<file path="src/rtl/aipp_fast_path_mc_if.sv">
// Bundles the packet, control-plane and VRM-side signals of the AIPP fast path.
// The master side drives packets and CPU writes. The slave side is the data plane.
interface aipp_fast_path_mc_if #(
    parameter int NUM_CH = 4,
    parameter int IDX_W  = 4,
    parameter int DLY_W  = 16
);
    logic [NUM_CH-1:0]       pkt_valid;
    logic [NUM_CH*IDX_W-1:0] pkt_idx;
    logic [NUM_CH-1:0]       pkt_ready;
    logic [NUM_CH-1:0]       pkt_drop;
    logic                    cpu_wr_en;
    logic [IDX_W-1:0]        cpu_wr_addr;
    logic [DLY_W-1:0]        cpu_wr_data;
    logic                    cpu_bank_swap;
    logic                    active_bank;
    logic [NUM_CH-1:0]       vrm_trigger;
    logic [NUM_CH*DLY_W-1:0] applied_delay;
    logic [NUM_CH*16-1:0]    trig_cnt;
    logic [NUM_CH*16-1:0]    drop_cnt;

    modport master (
        output pkt_valid, pkt_idx, cpu_wr_en, cpu_wr_addr, cpu_wr_data, cpu_bank_swap,
        input  pkt_ready, pkt_drop, active_bank, vrm_trigger, applied_delay, trig_cnt, drop_cnt
    );

    modport slave (
        input  pkt_valid, pkt_idx, cpu_wr_en, cpu_wr_addr, cpu_wr_data, cpu_bank_swap,
        output pkt_ready, pkt_drop, active_bank, vrm_trigger, applied_delay, trig_cnt, drop_cnt
    );
endinterface

</file>
<file path="src/rtl/aipp_fast_path_mc.sv">
// Multi-channel AIPP fast path: double-buffered delay LUT feeding per-channel VRM pulse FSMs.
// Define AIPP_TELEMETRY_EN to build saturating per-channel launch/drop counters.
module aipp_fast_path_mc #(
    parameter int NUM_CH      = 4,
    parameter int IDX_W       = 4,
    parameter int DLY_W       = 16,
    parameter int DEFAULT_DLY = 14000
) (
    input logic                  clk,
    input logic                  rst_n,
    aipp_fast_path_mc_if.slave   bus
);
    localparam int DEPTH = 2 ** IDX_W;

    typedef enum logic {ST_IDLE, ST_PULSE} state_e;

    // Both banks need a reset value, so the LUT lives in flops rather than block RAM.
    logic [DLY_W-1:0] lut_q [2][DEPTH];
    logic             active_bank_q;

    always_ff @(posedge clk or negedge rst_n) begin
        if (!rst_n) begin
            active_bank_q <= 1'b0;
            for (int b = 0; b < 2; b++) begin
                for (int e = 0; e < DEPTH; e++) begin
                    lut_q[b][e] <= DLY_W'(DEFAULT_DLY);
                end
            end
        end else begin
            if (bus.cpu_bank_swap) begin
                active_bank_q <= ~active_bank_q;
            end
            // Targets the pre-swap shadow, so a same-cycle swap exposes this write.
            if (bus.cpu_wr_en) begin
                lut_q[~active_bank_q][bus.cpu_wr_addr] <= bus.cpu_wr_data;
            end
        end
    end

    assign bus.active_bank = active_bank_q;

    genvar gi;
    generate
        for (gi = 0; gi < NUM_CH; gi++) begin : g_ch
            state_e           state_q, state_d;
            logic [DLY_W-1:0] cnt_q, cnt_d;
            logic [DLY_W-1:0] pend_dly_q, pend_dly_d;
            logic [DLY_W-1:0] applied_q, applied_d;
            logic             pend_v_q, pend_v_d;
            logic             drop_q, drop_d;
            logic             launch;
            logic [DLY_W-1:0] launch_dly;
            logic [DLY_W-1:0] lut_dly;
            logic [IDX_W-1:0] idx;
            logic             valid;

            assign idx     = bus.pkt_idx[gi*IDX_W +: IDX_W];
            assign valid   = bus.pkt_valid[gi];
            assign lut_dly = lut_q[active_bank_q][idx];

            always_ff @(posedge clk or negedge rst_n) begin
                if (!rst_n) begin
                    state_q    <= ST_IDLE;
                    cnt_q      <= '0;
                    pend_dly_q <= '0;
                    pend_v_q   <= 1'b0;
                    applied_q  <= '0;
                    drop_q     <= 1'b0;
                end else begin
                    state_q    <= state_d;
                    cnt_q      <= cnt_d;
                    pend_dly_q <= pend_dly_d;
                    pend_v_q   <= pend_v_d;
                    applied_q  <= applied_d;
                    drop_q     <= drop_d;
                end
            end

            always_comb begin
                state_d    = state_q;
                cnt_d      = cnt_q;
                pend_dly_d = pend_dly_q;
                pend_v_d   = pend_v_q;
                drop_d     = 1'b0;
                launch     = 1'b0;
                launch_dly = '0;
                unique case (state_q)
                    ST_IDLE: begin
                        if (valid) begin
                            launch     = 1'b1;
                            launch_dly = lut_dly;
                        end
                    end
                    ST_PULSE: begin
                        if (cnt_q != '0) begin
                            cnt_d = cnt_q - DLY_W'(1);
                            if (valid && pend_v_q) begin
                                drop_d = 1'b1;
                            end else if (valid) begin
                                pend_v_d   = 1'b1;
                                pend_dly_d = lut_dly;
                            end
                        end else if (pend_v_q) begin
                            pend_v_d   = 1'b0;
                            launch     = 1'b1;
                            launch_dly = pend_dly_q;
                            drop_d     = valid;
                        end else if (valid) begin
                            // Arrival in the final pulse cycle chains on without a gap.
                            launch     = 1'b1;
                            launch_dly = lut_dly;
                        end else begin
                            state_d = ST_IDLE;
                        end
                    end
                    default: state_d = ST_IDLE;
                endcase
                if (launch) begin
                    if (launch_dly != '0) begin
                        state_d = ST_PULSE;
                        cnt_d   = launch_dly - DLY_W'(1);
                    end else begin
                        state_d = ST_IDLE;
                    end
                end
                applied_d = launch ? launch_dly : applied_q;
            end

            assign bus.vrm_trigger[gi]                    = (state_q == ST_PULSE);
            assign bus.pkt_ready[gi]                      = ~pend_v_q;
            assign bus.pkt_drop[gi]                       = drop_q;
            assign bus.applied_delay[gi*DLY_W +: DLY_W]   = applied_q;

`ifdef AIPP_TELEMETRY_EN
            logic [15:0] trig_cnt_q;
            logic [15:0] drop_cnt_q;

            always_ff @(posedge clk or negedge rst_n) begin
                if (!rst_n) begin
                    trig_cnt_q <= '0;
                    drop_cnt_q <= '0;
                end else begin
                    if (launch && trig_cnt_q != 16'hFFFF) begin
                        trig_cnt_q <= trig_cnt_q + 16'd1;
                    end
                    if (drop_d && drop_cnt_q != 16'hFFFF) begin
                        drop_cnt_q <= drop_cnt_q + 16'd1;
                    end
                end
            end

            assign bus.trig_cnt[gi*16 +: 16] = trig_cnt_q;
            assign bus.drop_cnt[gi*16 +: 16] = drop_cnt_q;
`else
            assign bus.trig_cnt[gi*16 +: 16] = 16'd0;
            assign bus.drop_cnt[gi*16 +: 16] = 16'd0;
`endif
        end
    endgenerate
endmodule

</file>
<file path="src/flat_wrapper.sv">
// flat-port wrapper written by rule: the top's interface ports become plain ports
module aipp_fast_path_mc_flat 
#(
    parameter int NUM_CH      = 4,
    parameter int IDX_W       = 4,
    parameter int DLY_W       = 16,
    parameter int DEFAULT_DLY = 14000
)
  (clk, rst_n, bus_pkt_valid, bus_pkt_idx, bus_cpu_wr_en, bus_cpu_wr_addr, bus_cpu_wr_data, bus_cpu_bank_swap, bus_pkt_ready, bus_pkt_drop, bus_active_bank, bus_vrm_trigger, bus_applied_delay, bus_trig_cnt, bus_drop_cnt);
  aipp_fast_path_mc_if #(.NUM_CH(NUM_CH), .IDX_W(IDX_W), .DLY_W(DLY_W)) bus_i ();
  input logic clk;
  input logic rst_n;
  input wire logic [$bits(bus_i.pkt_valid)-1:0] bus_pkt_valid;
  input wire logic [$bits(bus_i.pkt_idx)-1:0] bus_pkt_idx;
  input wire logic [$bits(bus_i.cpu_wr_en)-1:0] bus_cpu_wr_en;
  input wire logic [$bits(bus_i.cpu_wr_addr)-1:0] bus_cpu_wr_addr;
  input wire logic [$bits(bus_i.cpu_wr_data)-1:0] bus_cpu_wr_data;
  input wire logic [$bits(bus_i.cpu_bank_swap)-1:0] bus_cpu_bank_swap;
  output wire logic [$bits(bus_i.pkt_ready)-1:0] bus_pkt_ready;
  output wire logic [$bits(bus_i.pkt_drop)-1:0] bus_pkt_drop;
  output wire logic [$bits(bus_i.active_bank)-1:0] bus_active_bank;
  output wire logic [$bits(bus_i.vrm_trigger)-1:0] bus_vrm_trigger;
  output wire logic [$bits(bus_i.applied_delay)-1:0] bus_applied_delay;
  output wire logic [$bits(bus_i.trig_cnt)-1:0] bus_trig_cnt;
  output wire logic [$bits(bus_i.drop_cnt)-1:0] bus_drop_cnt;
  assign bus_i.pkt_valid = bus_pkt_valid;
  assign bus_i.pkt_idx = bus_pkt_idx;
  assign bus_i.cpu_wr_en = bus_cpu_wr_en;
  assign bus_i.cpu_wr_addr = bus_cpu_wr_addr;
  assign bus_i.cpu_wr_data = bus_cpu_wr_data;
  assign bus_i.cpu_bank_swap = bus_cpu_bank_swap;
  assign bus_pkt_ready = bus_i.pkt_ready;
  assign bus_pkt_drop = bus_i.pkt_drop;
  assign bus_active_bank = bus_i.active_bank;
  assign bus_vrm_trigger = bus_i.vrm_trigger;
  assign bus_applied_delay = bus_i.applied_delay;
  assign bus_trig_cnt = bus_i.trig_cnt;
  assign bus_drop_cnt = bus_i.drop_cnt;
  aipp_fast_path_mc #(.NUM_CH(NUM_CH), .IDX_W(IDX_W), .DLY_W(DLY_W), .DEFAULT_DLY(DEFAULT_DLY)) u_core (.clk(clk), .rst_n(rst_n), .bus(bus_i));
endmodule
</file>
<file path="config.mk">
export PLATFORM = sky130hd
export DESIGN_NAME = aipp_fast_path_mc_flat
export DESIGN_NICKNAME = d
export VERILOG_FILES = /design/src/rtl/aipp_fast_path_mc_if.sv /design/src/rtl/aipp_fast_path_mc.sv /design/src/flat_wrapper.sv
export SDC_FILE = /design/constraint.sdc
export NUM_CORES = 2
export LEC_CHECK = 0
export BUFFER_PORTS_ARGS = -buffer_cell sky130_fd_sc_hd__buf_2
export CAP_MARGIN = 20
export CORE_ASPECT_RATIO = 1.5
export CORE_MARGIN = 2
export CORE_UTILIZATION = 50
export CTS_BUF_LIST = sky130_fd_sc_hd__clkbuf_16
export DETAILED_ROUTE_END_ITERATION = 6
export PLACE_DENSITY = 0.67
export SETUP_SLACK_MARGIN = 0.3
export SLEW_MARGIN = 20
export SYNTH_ARGS = -nofsm -noshare
export SYNTH_HDL_FRONTEND = slang
export SYNTH_SLANG_ARGS = --single-unit
</file>
<file path="constraint.sdc">
create_clock -name clk -period 4.68 [get_ports clk]
set_input_delay 0 -clock clk [delete_from_list [all_inputs] [get_ports clk]]
set_output_delay 0 -clock clk [all_outputs]
set_load 0.01 [all_outputs]
</file>
=== Yosys cells after proc, flatten, opt, wreduce, memory -nomap -nowiden ===
Cells that the tools add are included.

* Register bits after elaboration: 717
* Bits of input ports: 44
* Output and inout bits: 205
* Logic and storage cells: 236

* Add/subtract/negate cells: 8
* Magnitude comparators: 9
* Equality and inequality tests: 8
* Multiplexer cells: 112
* Bitwise logic cells: 20
* Reduce and logical (&&, ||, !) cells: 22

{| class="wikitable"
|+ Operator list
! kind !! number
|-
| $mux 256 || 4
|-
| $mux 16 || 37
|-
| $bwmux 512 || 1
|-
| $bmux 16 s4 || 4
|-
| $demux 256 s1 || 1
|-
| $pmux 16 s2 || 4
|-
| $reduce_bool 16->1 || 8
|-
| $sub 16x1->16 const B || 8
|-
| $demux 16 s4 || 1
|-
| $mux 1 || 56
|-
| $ge 5x5->1 const B || 5
|-
| $not 4->5 || 5
|-
| $ne 2x2->1 const B || 8
|-
| $reduce_and 4->1 || 4
|-
| $not 1->1 || 13
|-
| $reduce_and 3->1 || 4
|-
| $pmux 1 s2 || 4
|-
| $logic_and 1x1->1 || 6
|-
| $lt 5x1->1 const B || 1
|-
| $ge 2x2->1 const B || 2
|-
| $not 1->2 || 2
|-
| $lt 2x1->1 const B || 1
|}

=== Logic depth before layout (Yosys ltp) ===
* Depth after elaboration: 14
* Gate-level depth with buffers: 20
* Mapped depth without buffers: 14

=== Least setup slack after synthesis ===
OpenSTA, ideal clock, no wires.

* Kind: reg2reg
* From: register u_core.active_bank_q (netlist: u_core.bus.active_bank)
* To: register u_core.g_ch[2].cnt_q[10]
* Library setup time: 79 ps
* Arrival: 4060 ps
* Data required time: 4601 ps
* Slack: 540 ps
* Cell stages (with the launch flop): 18
* Clock period less this slack: 4140 ps
* Path through: dfrtp_1 > buf_6 > buf_6 > buf_6 > buf_6 > buf_6 > buf_6 > buf_4 > mux4_2 > a22o_1 > o31ai_1 > a21boi_0 > ha_1 > or3b_1 > nor2_1 > nand3_1 > xor2_1 > mux2i_1

* Word-level cells in the longest chain between the ends: 14
* Elaborated cells between the ends (all ways): 15
* Classes of those cells: 1 x add/sub; 12 x mux; 1 x bitwise; 1 x reduce/logical

{| class="wikitable"
|+ Ends and longest elaborated chain
! item !! RTL line !! RTL
|-
| start: declaration || aipp_fast_path_mc.sv:19 || <nowiki>logic active_bank_q;</nowiki>
|-
| start signal: assignment || aipp_fast_path_mc.sv:31 || <nowiki>active_bank_q <= ~active_bank_q;</nowiki>
|-
| $not 1->2 (not written as such) * || aipp_fast_path_mc.sv:59 || <nowiki>assign lut_dly = lut_q[active_bank_q][idx];</nowiki>
|-
| $mux 256 (not written as such) * (3 in a row) || aipp_fast_path_mc.sv:59 ||
|-
| $bmux 16 s4 * || aipp_fast_path_mc.sv:59 ||
|-
| $mux 16 (not written as such) * (2 in a row) || aipp_fast_path_mc.sv:59 ||
|-
| $mux 16 * || aipp_fast_path_mc.sv:89, aipp_fast_path_mc.sv:108 ||
|-
| $mux 16 || aipp_fast_path_mc.sv:103 || <nowiki>end else if (pend_v_q) begin</nowiki>
|-
| $mux 16 || aipp_fast_path_mc.sv:95 || <nowiki>if (cnt_q != '0) begin</nowiki>
|-
| $pmux 16 s2 * || aipp_fast_path_mc.sv:87 || <nowiki>unique case (state_q)</nowiki>
|-
| $sub 16x1->16 / $reduce_bool 16->1 (equally long branches) || aipp_fast_path_mc.sv:121, aipp_fast_path_mc.sv:119 ||
|-
| $mux 16 * || aipp_fast_path_mc.sv:119 || <nowiki>if (launch_dly != '0) begin</nowiki>
|-
| $mux 16 * || aipp_fast_path_mc.sv:118 || <nowiki>if (launch) begin</nowiki>
|-
| via u_core.g_ch[2].cnt_d[10] || aipp_fast_path_mc.sv:46 || <nowiki>logic [DLY_W-1:0] cnt_q, cnt_d;</nowiki>
|-
| end signal: assignment || aipp_fast_path_mc.sv:71 || <nowiki>cnt_q <= cnt_d;</nowiki>
|-
| end: declaration || aipp_fast_path_mc.sv:46 ||
|}

Mark *: on every way through the listed nets, which the timed path passes. The rest lies on a longest branch. The select of a mux whose other input is x is not followed.
A chain may end at the register's enable or synchronous reset.

=== Final worst setup path ===
* From: register u_core.active_bank_q (netlist: u_core.bus.active_bank)
* To: register u_core.g_ch[1].cnt_q[12]

* Word-level cells in the longest chain between the ends: 14
* Elaborated cells between the ends (all ways): 15
* Classes of those cells: 1 x add/sub; 12 x mux; 1 x bitwise; 1 x reduce/logical

{| class="wikitable"
|+ Ends and longest elaborated chain
! item !! RTL line
|-
| $not 1->2 (not written as such) * || aipp_fast_path_mc.sv:59
|-
| $mux 256 (not written as such) * (3 in a row) || aipp_fast_path_mc.sv:59
|-
| $bmux 16 s4 * || aipp_fast_path_mc.sv:59
|-
| $mux 16 (not written as such) * (2 in a row) || aipp_fast_path_mc.sv:59
|-
| $mux 16 * || aipp_fast_path_mc.sv:89, aipp_fast_path_mc.sv:108
|-
| $mux 16 || aipp_fast_path_mc.sv:103
|-
| $mux 16 || aipp_fast_path_mc.sv:95
|-
| $pmux 16 s2 * || aipp_fast_path_mc.sv:87
|-
| $sub 16x1->16 / $reduce_bool 16->1 (equally long branches) || aipp_fast_path_mc.sv:121, aipp_fast_path_mc.sv:119
|-
| $mux 16 * || aipp_fast_path_mc.sv:119
|-
| $mux 16 * || aipp_fast_path_mc.sv:118
|-
| via u_core.g_ch[1].cnt_d[12] || aipp_fast_path_mc.sv:46
|-
| end signal: assignment || aipp_fast_path_mc.sv:71
|-
| end: declaration || aipp_fast_path_mc.sv:46
|}

Marks and branches as above.

==> impl_metrics.env <==
export IMPL_status="complete, but fails checks"
export IMPL_failed_checks="hold timing"
export IMPL_synth_main_ff_cell="dfrtp_1"
export IMPL_finalHoldViolCount=3
export IMPL_vdd_drop_max_uv=300
export IMPL_finalNonFillerCells=5491
export IMPL_design_die_area_um2=97200
export IMPL_critPathKind="flip-flop to flip-flop"
export IMPL_setup_violations_final=0
export IMPL_numCtsBuffers=72
export IMPL_synthToLayoutAreaGrowth_pct=11.6
export IMPL_cp_end_kind="flip-flop"
export IMPL_p_seq_share_pct=38.0
export IMPL_grt_pass1_vias=36600
export IMPL_drtIter0Drc=4329
export IMPL_use_met2_pct=58.2
export IMPL_vias_per_cell=6.82
export IMPL_cp_endpoint="u_core.g_ch[1].cnt_q[12]"
export IMPL_yosysUniqueCellTypes=90
export IMPL_htree_levels=3
export IMPL_yosysWarnings=0
export IMPL_rsz0062_at_grt="true"
export IMPL_insertion_delay_ns=0.71
export IMPL_p_switching_uw=11300
export IMPL_vias=37500
export IMPL_crit_start="u_core.bus.active_bank"
export IMPL_pwr_share_comb_pct=42.2
export IMPL_dp_cells=5327
export IMPL_drt_pass1_iterations=7
export IMPL_num_rows=138
export IMPL_synth_edff_count=0
export IMPL_clkTransAtPathRegs_ns=0.06
export IMPL_ys_ff_latch=717
export IMPL_port_buffers=120
export IMPL_rrSetupSlack_ns=0.41
export IMPL_cts_sinks=717
export IMPL_cp_start_kind="flip-flop"
export IMPL_cts_buffer_depth=3
export IMPL_multi_input_area_um2=27000
export IMPL_grt_busiest_layer="met2"
export IMPL_max_cap_violations=0
export IMPL_cp_required_ns=5.26
export IMPL_pre_cts_ws_ns=0.0206
export IMPL_fin_hold_ws_ns=-0.00695
export IMPL_wire_per_inst_um=33.6
export IMPL_synth_cell_area_um2=47300
export IMPL_cts_tree="done"
export IMPL_maxSlewHeadroom_pct=17.8
export IMPL_r2r_end="u_core.g_ch[1].cnt_q[12]"
export IMPL_start_util_pct=50.3
export IMPL_drv_slew=0
export IMPL_io_pin_count=249
export IMPL_use_met3_pct=10.9
export IMPL_gp_congestion=1.03
export IMPL_nets=4225
export IMPL_grt_max_degree=140
export IMPL_clkPwrFrac_pct=19.8
export IMPL_place_hpwl_um=129000
export IMPL_fillers=7913
export IMPL_syn_area_per_cell_um2=12.0
export IMPL_clockRootBuffer="clkbuf_16"
export IMPL_utilization_pct=56.1
export IMPL_fmax_mhz=234
export IMPL_fp_dieH_um=381
export IMPL_synthArstFlopShare_pct=100
export IMPL_ant_nets=0
export IMPL_grt_pass1_wl_um=262000
export IMPL_antenna_found_initial=12
export IMPL_rr_worst_depth=14
export IMPL_globalRouteMet1Util_pct=43.6
export IMPL_fin_skew_ns=0.0320
export IMPL_p_leak_uw=0.0226
export IMPL_drive_above_1_share_pct=40.6
export IMPL_coreArea_um2=94100
export IMPL_drc=0
export IMPL_tightest_slew_ns=1.23
export IMPL_tns_ns=0
export IMPL_seq_area_um2=18200
export IMPL_dieWidth_um=255
export IMPL_p_per_area_nw_per_um2=571
export IMPL_min_period_over_period_pct=91.3
export IMPL_internal_power_uw=18800
export IMPL_hold_path_class="input pin to asynchronous set/reset pin"
export IMPL_overflow=0
export IMPL_crit_fanout=25
export IMPL_seq_area_frac_synth_pct=38.5
export IMPL_grt_total_usage_pct=38.1
export IMPL_finalWirelength_um=185000
export IMPL_swShare_pct=37.6
export IMPL_cp_arrival_ns=4.85
export IMPL_period_minus_slack_ns=4.27
export IMPL_synthCells=3961
export IMPL_worst_slack_ns=0.408
export IMPL_r2r_start="u_core.bus.active_bank"
==> worst max-delay path, cell delays in order (launching register included) <==
cell      delay [ns]
dfrtp_4         0.54
buf_12          0.18
buf_4           0.17
buf_16          0.19
nor2b_1         0.37
buf_4           0.23
a22oi_1         0.09
nand3_1         0.46
and3_1          0.43
a211o_1         0.29
nand4_1         0.25
or3_1           0.41
a211oi_1        0.28
xnor2_1         0.16
mux2i_1         0.08
==> per-stage QoR <==
stage | instance area, um2 | total power, uW
CTS | 52700 | 29600
global placement | 50100 | 23200
detailed placement | 50100 | 23500
finish | 52800 | 30100
floorplan | 47800 | 19300
global route | 52800 | 31200
==> logic make-up (layout without fill, tap and decap cells) <==
group | Yosys count | after routing | share of synthesized area [%]
muxes | 1275 | 1275 | 37.1
and+or+nand+nor | 839 | 839 | 8.74
DFF | 717 | 717 | 38.5
AOI/OAI and AO/OA | 532 | 532 | 7.53
buffers and inverters | 477 | 615 | 5.78
xor gates and xnor gates | 108 | 108 | 2.00
adders and majority gates | 12 | 12 | 0.317
other | 1 | 133 | 0.00792
==> cells in the final DEF (no fill, tap or decap), types with 11 or more instances in the layout <==
cell type / n
o21ai_1: 19
or2_2: 11
dfstp_2: 224
nor4_1: 28
nor2_1: 125
buf_4: 276
a31oi_1: 12
and3_1: 26
o22ai_1: 66
buf_12: 24
nand2b_1: 30
nand3_1: 70
dlygate4sd3_1: 19
o211ai_1: 11
or3_1: 16
and2_1: 24
a22oi_1: 86
clkbuf_16: 77
o21ai_0: 105
inv_1: 45
a21o_1: 49
conb_1: 128
buf_2: 115
a211oi_1: 12
ha_1: 12
xor2_1: 39
dfrtp_1: 492
mux4_2: 327
a221oi_1: 11
mux2i_1: 363
clkinv_1: 23
nand4_1: 31
mux2_2: 575
a21oi_1: 68
nor3_1: 55
nand2_1: 298
xnor2_1: 69
a22o_1: 13
nor2b_1: 45
==> synthesized netlist by cell type, types with 46 or more instances <==
cell / instances / area share [%]
mux2i_1: 364 / 7.7
a21oi_1: 68 / 0.72
clkbuf_1: 167 / 1.3
buf_2: 56 / 0.59
nor2b_1: 46 / 0.61
a21o_1: 49 / 0.78
dfstp_2: 224 / 12
a22oi_1: 86 / 1.4
mux4_2: 327 / 16
nand2_1: 299 / 2.4
nor3_1: 59 / 0.62
buf_4: 165 / 2.6
dfrtp_1: 493 / 26
nor2_1: 138 / 1.1
nand3_1: 70 / 0.74
o22ai_1: 66 / 0.87
o21ai_0: 106 / 1.1
xnor2_1: 69 / 1.3
mux2_2: 575 / 14
==> area by class of cell <==
| type | count | share of cell area, % |
|---|---|---|
| clock inverter | 55 | 0.786 |
| clock buffer | 76 | 3.60 |
| sequential | 717 | 34.5 |
| inverter | 39 | 0.277 |
| tap | 1260 | 2.98 |
| multi-input combinational | 2894 | 51.2 |
| antenna | 5 | 0.0237 |
| timing repair buffer | 445 | 6.66 |
==> worst min path at each step <==
stage / end / from / cells after the start
after floorplan: u_core.bus.active_bank / rst_n / 0
after global placement: u_core.lut_q[33] / rst_n / 1
after detailed placement: u_core.lut_q[273] / rst_n / 1
after CTS: u_core.lut_q[177] / bus_cpu_wr_data[1] / 2
after global routing: u_core.lut_q[439] / bus_cpu_wr_data[7] / 2
final: u_core.lut_q[273] / rst_n / 2
==> what timing repair did <==
action | 4_1_cts | 5_1_grt
hold buffers | 19 | 0
gates resized for setup | 3 | 10
setup endpoints to repair | 47 | 63
endpoints found under the hold margin | 465 | 0
gates cloned | 0 | 1
setup buffers | 1 | 6
==> routing by layer <==
metal | vias up | share of wire (%)
met5 | - | 0.032
met4 | 10 | 10
met3 | 806 | 11
met2 | 2483 | 46
met1 | 19000 | 33
li1 | 15100 | -
==> registers in the layout, indices dropped and copies added, names as in the netlist <==
name,cells
u_core.bus.active_bank,1
u_core.g_ch.applied_q,64
u_core.g_ch.cnt_q,64
u_core.g_ch.drop_q,4
u_core.g_ch.pend_dly_q,64
u_core.g_ch.pend_v_q,4
u_core.g_ch.state_q,4
u_core.lut_q,512
==> power by group through the flow <==
stage	logic, uW	clock network [uW]	registers [uW]
after global placement	11900	0	11300
after global routing	13200	6290	11700
final	12700	5980	11400
after CTS	12200	6020	11300
after detailed placement	12100	0	11400
after floorplan	8830	0	10400
Note: power is estimated with default switching activity, not from simulation.
